## src/rtl/riscv_uc_multicycle.sv

```systemverilog
// Multicycle control unit for the RV32I datapath: FETCH/DECODE/EXEC/MEM/WB sequencing,
// memory wait with optional timeout, illegal-opcode trap and retired-instruction counter.
module riscv_uc_multicycle #(
    parameter int SEL_W       = 2,
    parameter int MEM_TIMEOUT = 0,
    parameter int CNT_W       = 32
) (
    input  logic             clk,
    input  logic             reset,
    input  logic             start_i,
    input  logic [6:0]       opcode_i,
    input  logic             branch_i,
    input  logic             mem_ready_i,
    output logic             pc_reset_o,
    output logic             pc_load_o,
    output logic             ir_load_o,
    output logic             mem_re_o,
    output logic             mem_we_o,
    output logic             reg_file_write_o,
    output logic [1:0]       alu_op_o,
    output logic [SEL_W-1:0] sel_alu_a_o,
    output logic [SEL_W-1:0] sel_alu_b_o,
    output logic [SEL_W-1:0] sel_wb_o,
    output logic [SEL_W-1:0] sel_pc_o,
    output logic             sel_addr_o,
    output logic [2:0]       state_o,
    output logic             trap_o,
    output logic [1:0]       trap_cause_o,
    output logic [CNT_W-1:0] retired_o
);
    localparam int TO_W = (MEM_TIMEOUT > 0) ? $clog2(MEM_TIMEOUT + 1) : 1;

    localparam logic [6:0] OP_R     = 7'b0110011;
    localparam logic [6:0] OP_I     = 7'b0010011;
    localparam logic [6:0] OP_LOAD  = 7'b0000011;
    localparam logic [6:0] OP_STORE = 7'b0100011;
    localparam logic [6:0] OP_BR    = 7'b1100011;
    localparam logic [6:0] OP_JAL   = 7'b1101111;
    localparam logic [6:0] OP_JALR  = 7'b1100111;
    localparam logic [6:0] OP_LUI   = 7'b0110111;
    localparam logic [6:0] OP_AUIPC = 7'b0010111;

    typedef enum logic [2:0] {
        S_IDLE   = 3'd0,
        S_FETCH  = 3'd1,
        S_DECODE = 3'd2,
        S_EXEC   = 3'd3,
        S_MEM    = 3'd4,
        S_WB     = 3'd5,
        S_TRAP   = 3'd6
    } state_t;

    state_t           state_q, state_d;
    logic [TO_W-1:0]  to_q, to_d;
    logic [1:0]       cause_q, cause_d;
    logic [CNT_W-1:0] ret_q;

    logic [1:0] ex_aop, ex_a, ex_b;
    logic [1:0] sel_a, sel_b, sel_wb, sel_pc;
    logic       is_load, is_store, legal, waiting, timeout;

    assign is_load  = (opcode_i == OP_LOAD);
    assign is_store = (opcode_i == OP_STORE);

    // Memory handshake: mem_re/mem_we are held steady while mem_ready_i is low; the
    // transfer completes on the first cycle mem_ready_i is high, and only then do we advance.
    assign waiting = ((state_q == S_FETCH) || (state_q == S_MEM)) && !mem_ready_i;
    assign timeout = (MEM_TIMEOUT != 0) && waiting && (to_q == TO_W'(MEM_TIMEOUT - 1));

    // ALU operand selects chosen in EXEC and held through MEM/WB.
    always_comb begin
        ex_aop = 2'd0;
        ex_a   = 2'd0;
        ex_b   = 2'd0;
        legal  = 1'b1;
        case (opcode_i)
            OP_R:                       ex_aop = 2'b10;
            OP_I:     begin ex_aop = 2'b11; ex_b = 2'd1; end
            OP_LOAD, OP_STORE, OP_JALR: ex_b   = 2'd1;
            OP_LUI:   begin ex_a = 2'd2; ex_b = 2'd1; end
            OP_AUIPC: begin ex_a = 2'd1; ex_b = 2'd1; end
            OP_BR:                      ex_aop = 2'b01;
            OP_JAL:                     ;
            default:                    legal  = 1'b0;
        endcase
    end

    always_comb begin
        state_d          = state_q;
        cause_d          = cause_q;
        pc_reset_o       = 1'b0;
        pc_load_o        = 1'b0;
        ir_load_o        = 1'b0;
        mem_re_o         = 1'b0;
        mem_we_o         = 1'b0;
        reg_file_write_o = 1'b0;
        alu_op_o         = 2'd0;
        sel_a            = 2'd0;
        sel_b            = 2'd0;
        sel_wb           = 2'd0;
        sel_pc           = 2'd0;
        sel_addr_o       = 1'b0;
        case (state_q)
            S_IDLE: begin
                pc_reset_o = 1'b1;
                if (start_i) state_d = S_FETCH;
            end
            S_FETCH: begin
                if (timeout) begin
                    state_d = S_TRAP;
                    cause_d = 2'b10;
                end else begin
                    mem_re_o = 1'b1;
                    if (mem_ready_i) begin
                        ir_load_o = 1'b1;
                        state_d   = S_DECODE;
                    end
                end
            end
            S_DECODE: begin
                if (legal) begin
                    state_d = S_EXEC;
                end else begin
                    state_d = S_TRAP;
                    cause_d = 2'b01;
                end
            end
            S_EXEC: begin
                alu_op_o = ex_aop;
                sel_a    = ex_a;
                sel_b    = ex_b;
                if (opcode_i == OP_BR) begin
                    pc_load_o = 1'b1;
                    sel_pc    = branch_i ? 2'd1 : 2'd0;
                    state_d   = S_FETCH;
                end else if (is_load || is_store) begin
                    state_d = S_MEM;
                end else begin
                    state_d = S_WB;
                end
            end
            S_MEM: begin
                if (timeout) begin
                    state_d = S_TRAP;
                    cause_d = 2'b10;
                end else begin
                    alu_op_o   = ex_aop;
                    sel_a      = ex_a;
                    sel_b      = ex_b;
                    sel_addr_o = 1'b1;
                    mem_re_o   = is_load;
                    mem_we_o   = is_store;
                    if (mem_ready_i) begin
                        if (is_load) begin
                            state_d = S_WB;
                        end else begin
                            pc_load_o = 1'b1;
                            state_d   = S_FETCH;
                        end
                    end
                end
            end
            S_WB: begin
                reg_file_write_o = 1'b1;
                pc_load_o        = 1'b1;
                alu_op_o         = ex_aop;
                sel_a            = ex_a;
                sel_b            = ex_b;
                sel_wb           = is_load ? 2'd1 : ((opcode_i == OP_JAL || opcode_i == OP_JALR) ? 2'd2 : 2'd0);
                sel_pc           = (opcode_i == OP_JAL) ? 2'd1 : ((opcode_i == OP_JALR) ? 2'd2 : 2'd0);
                state_d          = S_FETCH;
            end
            S_TRAP:  ;
            default: state_d = S_IDLE;
        endcase
    end

    // The wait counter only runs while stalled in FETCH/MEM, so it is zero on every entry.
    always_comb begin
        to_d = '0;
        if (MEM_TIMEOUT != 0 && waiting) to_d = to_q + TO_W'(1);
    end

    always_ff @(posedge clk or posedge reset) begin
        if (reset) begin
            state_q <= S_IDLE;
            to_q    <= '0;
            cause_q <= 2'b00;
            ret_q   <= '0;
        end else begin
            state_q <= state_d;
            to_q    <= to_d;
            cause_q <= cause_d;
            ret_q   <= ret_q + CNT_W'(pc_load_o);
        end
    end

    assign sel_alu_a_o  = SEL_W'(sel_a);
    assign sel_alu_b_o  = SEL_W'(sel_b);
    assign sel_wb_o     = SEL_W'(sel_wb);
    assign sel_pc_o     = SEL_W'(sel_pc);
    assign state_o      = state_q;
    assign trap_o       = (state_q == S_TRAP);
    assign trap_cause_o = cause_q;
    assign retired_o    = ret_q;
endmodule

```

## config.mk

```make
export PLATFORM = sky130hd
export DESIGN_NAME = riscv_uc_multicycle
export DESIGN_NICKNAME = d
export VERILOG_FILES = /design/src/rtl/riscv_uc_multicycle.sv
export SDC_FILE = /design/constraint.sdc
export NUM_CORES = 1
export LEC_CHECK = 0
export CAP_MARGIN = 20
export CORE_UTILIZATION = 39
export DETAILED_ROUTE_END_ITERATION = 7
export GPL_ROUTABILITY_DRIVEN = 0
export PLACE_DENSITY_LB_ADDON = 0.25
export RECOVER_POWER = 25
export SLEW_MARGIN = 40
export SYNTH_ARGS = -nofsm -noshare
export SYNTH_HDL_FRONTEND = slang
export SYNTH_SLANG_ARGS = --single-unit
```

## constraint.sdc

```tcl
create_clock -name clk -period 4.3 [get_ports clk]
set_input_delay 0.86 -clock clk [delete_from_list [all_inputs] [get_ports clk]]
set_output_delay 0.86 -clock clk [all_outputs]
set_load 0.1 [all_outputs]
```

==> results of run 1 <==
[per-layer routing]
| metal | part of all wire (%) | up-vias | GRT usage [%] |
|---|---|---|---|
| met5 | 0 | - | 0 |
| met4 | 1.2 | 0 | 5.66 |
| met3 | 5.1 | 6 | 3.70 |
| met2 | 48 | 57 | 26.0 |
| met1 | 46 | 846 | 24.5 |
| li1 | - | 858 | - |
[cell usage after synthesis]
cell / instances / area share, %
mux2i_1: 1 / 0.51
o211ai_1: 1 / 0.38
nand4_1: 11 / 3.5
o22ai_1: 1 / 0.32
dfrtp_1: 36 / 45
nor4_4: 1 / 1.1
and3b_1: 1 / 0.44
nor4_1: 1 / 0.32
nand3_2: 1 / 0.51
or3_1: 1 / 0.32
and3_2: 1 / 0.38
buf_2: 2 / 0.51
nor3_1: 8 / 2.0
o21ba_2: 1 / 0.51
and2_1: 3 / 0.95
a21oi_1: 8 / 2.0
a311oi_1: 1 / 0.44
xnor2_1: 20 / 8.8
nand4_2: 1 / 0.63
conb_1: 1 / 0.19
and4bb_2: 1 / 0.63
o41ai_1: 1 / 0.44
nand2_1: 19 / 3.6
o32a_1: 1 / 0.51
nand3_1: 13 / 3.3
inv_1: 6 / 1.1
nor2_1: 17 / 3.2
xor2_1: 10 / 4.4
a211o_1: 2 / 0.88
a211oi_1: 1 / 0.38
nor3b_1: 1 / 0.38
o21ai_0: 2 / 0.51
and3_1: 3 / 0.95
and4_1: 6 / 2.7
nor2b_1: 2 / 0.63
clkbuf_1: 3 / 0.57
nor4b_1: 1 / 0.44
nand2b_1: 6 / 1.9
buf_4: 2 / 0.76
a31oi_1: 1 / 0.32
o21bai_1: 2 / 0.76
nand3b_1: 3 / 1.1
ha_1: 2 / 1.3
[per-stage QoR]
| stage | utilization (%) | total power, mW | setup WS, ns | instances | hold WS (ns) |
|---|---|---|---|---|---|
| CTS | 53.4 | 1.40 | 0.719 | 339 | 0.466 |
| finish | 53.3 | 1.39 | 0.705 | 339 | 0.465 |
| floorplan | - | 1.01 | -0.872 | 207 | 1.03 |
| global route | 53.3 | 1.45 | 0.568 | 339 | 0.495 |
| detailed placement | 51.4 | 1.14 | 0.591 | 332 | 0.457 |
| global placement | 55.5 | 1.19 | 0.727 | 332 | 0.457 |
[sequential cells by signal, summed over array words and instances, names as in the netlist]
signal	count
trap_cause_o	1
retired_o	32
state_o	3
[cell families (layout without fill, tap and decap cells)]
group                    Yosys count  count (layout)  synth area share, %
other                              1               2                0.189
adder cells (fa/ha/maj)            2               2                 1.26
buffers and inverters             13              78                 2.97
multiplexers                       1               1                0.505
AO/OA/AOI/OAI                     22              22                 7.45
AND/OR/NAND/NOR                  101             101                 28.9
XOR/XNOR                          30              30                 13.3
flip-flops                        36              36                 45.5
[cells in the final DEF, fill, tap and decap left out, drive strengths merged, types with 9 or more instances in the layout]
master         Yosys  routed
nand4             12      12
xnor2             20      20
nor2              17      17
buf                4      53
nand2             19      19
clkdlybuf4s50      0       9
nand3             14      14
dfrtp             36      36
xor2              10      10
[final timing paths]
| path | slack [ns] | to | start |
|---|---|---|---|
| setup / recovery | 0.71 | mem_re_o | opcode_i[2] |
| hold / removal | 0.46 | retired_o[31] | retired_o[31] |
| max in group asynchronous | 2.06 | retired_o[27] | reset |
| hold reg to reg | 0.46 | retired_o[31] | retired_o[31] |
| setup reg to reg | 1.95 | retired_o[24] | state_o[0] |
| min in group asynchronous | 1.21 | retired_o[13] | reset |
[where the power goes]
part	total [mW]	internal [mW]	switching, mW
Combinational	0.695	0.134	0.560
Clock	0.251	0.143	0.109
Sequential	0.442	0.375	0.0666
Total	1.39	0.652	0.736
[layout make-up]
cell class,count,area (µm²)
clock buffers,7,96.3
fillers,483,2250
inverters,6,22.5
multi-input cells,158,1040
flip-flops and latches,36,901
well taps,67,83.8
repair buffers,65,424
[worst register-to-register path, cell delays in order, from the launching register on]
cell and delay [ns]:
dfrtp_1 0.56, nand3b_1 0.19, o22ai_2 0.19, ha_1 0.20, ha_1 0.21, nand2_1 0.09
nor2_1 0.43, nand4_1 0.18, xnor2_1 0.17
==> out/metrics.csv, run 1 <==
metric;value;unit
cts_buffers;5;
cp.arrival;2.73;ns
cp_top_family;buffers and inverters;
placed_cell_area;0.00247;mm²
vias;1767;
drt_iter0_drc;62;
drc_errors;0;
cp.depth;6;
grt_pass1_vias;1552;
worst_setup_path_end_kind;output port;
fmax;0.278;GHz
drive_above_1_share;25.0;%
clockRootBuffer;clkbuf_8;
hold_viol_final;0;
setup_viol;0;
maxSlewHeadroom;40.0;%
antenna_found_initial;0;
design.core.area;0.00482;mm²
path_clk_slew;0.07;ns
slowest_delay;0.60;ns
port-buffer-count;64;
cts_tree;yes;
max_cap_viol_count;0;
ys_types;43;
path_buf_inv;2;
grt.overflow.total;0;
post_drt_wl_per_cell;13.2;µm
period_needed;3.59;ns
yosysWarningCount;0;
totalWireLength;4470;µm
final_cell_area;0.00257;mm²
cts_resized;0;
start_util;41.1;%
drtPass1Iterations;4;
holdPathStages;1;
htreeDepth;2;
worstMarginPinSlew;0.899;ns
grt_pass1_wl;7130;µm
clkLatencyLatePin;0.28;ns
die-area;0.00537;mm²
rsz0062_at_grt;false;
finalClockSkew;0.00324;ns
cp-start-kind;input port;
cts_sinks;36;
setup.worst_path.class;input port to output port;
syn2layout_area_growth;29.5;%
std_cell_rows;25;
grt_start_max_net_pins;26;
groute.usage.overall;17.2;%
ys_seq_area_share;45.5;%
cts_hold_buf;0;
reg2reg_depth;8;
pwr_density_cell;541;mW/mm²
die_w;73.3;µm
avgSynthCellArea;9.62;µm²
hpwl;3410;µm
irDropWorstVdd;0.556;mV
finalSetupTns;0;ns
crit_chain;clkdlybuf4s50_1 > and4bb_2 > nand3_1 > nand2b_1 > a21oi_1 > buf_12;
p_leak;1.26;nW
antenna_left;0;
die_y;73.3;µm
io_pins;67;
nets;286;
vias_per_cell;5.21;
finalCritPeriodShare;83.6;%
status;complete, no violations;
synth_seq_cells;36;
slew_violations;0;
antenna_cells;0;
syn-cell-area;0.00198;mm²
clock_path_buffers;2;
cpMaxStageDelayCell;clkdlybuf4s50_1;
worstHoldPathType;register to register;
post_cts_buffers;0;
synth_cells;206;
crit_required;3.44;ns
crit_path_max_fanout;12;
Power figures use the tool's default switching activity.
==> run 2, diff against run 1 <==
==> constraint.sdc (replaced) <==
create_clock -name clk -period 2.94 [get_ports clk]
set_input_delay 0.588 -clock clk [delete_from_list [all_inputs] [get_ports clk]]
set_output_delay 0.588 -clock clk [all_outputs]
set_load 0.1 [all_outputs]
==> run 2 against run 1 <==
Effect of this change:
- hold slack improved by 0.016 ns
- clock-buffer cell count fell by 2
- combinational power rose by 64%
- die area did not move
- sequential share of layout area fell by 5.1 points
- clock skew rose by 0.0056 ns
- critical endpoint unchanged
- largest cell class unchanged
- largest power group unchanged
==> out/metrics.csv, run 2 (synthesis results as in run 1) <==
metric;value;unit;change
status;complete, no violations;;unchanged
setup_viol;0;;unchanged
crit_path_max_fanout;3;;was 12
cp-start-kind;input port;;unchanged
die-area;0.00537;mm²;unchanged
start_util;41.1;%;unchanged
crit_end;mem_re_o;;unchanged
finalClockSkew;0.00880;ns;was 0.00324 ns
slowest_delay;0.49;ns;was 0.60 ns
worst_setup_path_end_kind;output port;;unchanged
die_y;73.3;µm;unchanged
highest_layer;met4;;unchanged
worstHoldPathType;register to register;;unchanged
grt_pass1_vias;1711;;was 1552
period_needed;2.73;ns;
drt_iter0_drc;114;;was 62
drtPass1Iterations;4;;unchanged
antenna_found_initial;0;;unchanged
pwr_density_cell;740;mW/mm²;was 541 mW/mm²
min_from;retired_o[31];;unchanged
final_cell_area;0.00304;mm²;was 0.00257 mm²
vias_per_cell;5.08;;was 5.21
slew_violations;0;;unchanged
post_cts_buffers;0;;unchanged
nets;298;;was 286
grt.overflow.total;0;;unchanged
cts_sinks;36;;unchanged
wl_met2;2320;µm;was 2140 µm
vias;1789;;was 1767
antenna_cells;0;;unchanged
crit_required;2.35;ns;was 3.44 ns
design.core.area;0.00482;mm²;unchanged
hpwl;3590;µm;was 3410 µm
cts_buffers;5;;unchanged
port-buffer-count;64;;unchanged
worstMarginPinSlew;0.527;ns;was 0.899 ns
finalSetupTns;0;ns;unchanged
drt-met1-wl;2140;µm;was 2040 µm
final_cell_mix;buf_4 (53), dfrtp_1 (33), xnor2_1 (20);;was buf_2 (40), dfrtp_1 (36), xnor2_1 (20)
std_cell_rows;25;;unchanged
placed_cell_area;0.00293;mm²;was 0.00247 mm²
dp_slack;-0.0240;ns;was 0.591 ns
clockRootBuffer;clkbuf_8;;unchanged
regToRegEndpoint;retired_o[28];;was retired_o[24]
clock_path_buffers;2;;unchanged
drc_errors;0;;unchanged
io_pins;67;;unchanged
max_cap_viol_count;0;;unchanged
cpMaxStageDelayCell;clkdlybuf4s50_1;;unchanged
maxSlewHeadroom;64.6;%;was 40.0%
groute.usage.overall;19.3;%;was 17.2%
r2r-start;state_o[2];;was state_o[0]
setup.worst_path.class;input port to output port;;unchanged
totalWireLength;4770;µm;was 4470 µm
layout_setup_ws;0.212;ns;was 0.705 ns
cp.arrival;2.14;ns;was 2.73 ns
cp-startpoint;opcode_i[1];;was opcode_i[2]
drive_above_1_share;35.8;%;was 25.0%
path_clk_slew;0.07;ns;about the same
post_drt_wl_per_cell;13.6;µm;was 13.2 µm
p_leak;1.39;nW;was 1.26 nW
cts_resized;0;;unchanged
finalCritPeriodShare;92.8;%;
die_w;73.3;µm;unchanged
antenna_left;0;;unchanged
largest_register_ffs;32;;unchanged
crit_chain;clkdlybuf4s50_1 > and4bb_2 > nand3_1 > buf_4 > nand2b_1 > a21oi_2 > buf_12;;was clkdlybuf4s50_1 > and4bb_2 > nand3_1 > nand2b_1 > a21oi_1 > buf_12
hold_viol_final;0;;unchanged
mostFrequentLayoutCell;buf_4;;was buf_2
grt_start_max_net_pins;37;;was 26
grt_pass1_wl;7940;µm;was 7130 µm
htreeDepth;2;;unchanged
cts_tree;yes;;unchanged
clkLatencyLatePin;0.29;ns;was 0.28 ns
rsz0062_at_grt;false;;unchanged
fmax;0.367;GHz;
cts_hold_buf;0;;unchanged
r2r_slack;0.65;ns;was 1.95 ns
met3_length;232;µm;was 228 µm
syn2layout_area_growth;53.3;%;was 29.5%
irDropWorstVdd;0.569;mV;was 0.556 mV
holdPathStages;1;;unchanged
reg2reg_depth;8;;unchanged
## run 2: changes by cell type in the layout (fill, tap and decap cells not counted), moves of 4 or more
| cell | change |
|---|---|
| buf_12 | +12 |
| buf_2 | -40 |
| buf_4 | +41 |
| nor2_1 | -5 |
| nor3_1 | -6 |
| nor3_2 | +4 |
## run 2: per-layer routing
layer	up-vias	GRT usage, %
li1	879	-
met1	843	24.5
met2	59	32.0
met3	8	5.08
met4	0	6.54
met5	-	0
## run 2: worst min-delay path by stage
stage	end	slack (ns)
after global routing	retired_o[31]	0.50
after CTS	retired_o[31]	0.48
after floorplan	retired_o[0]	0.76
after detailed placement	retired_o[31]	0.47
final	retired_o[31]	0.48
after global placement	retired_o[31]	0.47
## run 2: through the flow
stage / total power [mW] / std cells / hold WS (ns) / util, %
floorplan: 1.55 / 207 / 0.755 / -
global placement: 1.83 / 344 / 0.466 / 60.8
detailed placement: 1.83 / 344 / 0.466 / 60.8
CTS: 2.26 / 352 / 0.481 / 63.1
global route: 2.33 / 352 / 0.499 / 63.1
finish: 2.25 / 352 / 0.480 / 63.1
## run 2: critical path: cells and delay by family
family	cells	cell delay, ns
buffers and inverters	3	0.84
and+or+nand+nor	3	0.52
AOI/OAI and AO/OA	1	0.19
## run 2: report_power, final
group | total, mW | internal [mW] | switching [mW]
Combinational | 1.14 | 0.291 | 0.849
Clock | 0.431 | 0.251 | 0.180
Sequential | 0.678 | 0.561 | 0.117
## run 2: area by class of cell
class | instances | area [µm²]
tap | 67 | 83.8
timing repair buffer | 77 | 768
fill | 428 | 1780
sequential | 36 | 912
clock inverter | 3 | 42.5
multi-input combinational | 158 | 1140
clock buffer | 5 | 68.8
inverter | 6 | 26.3
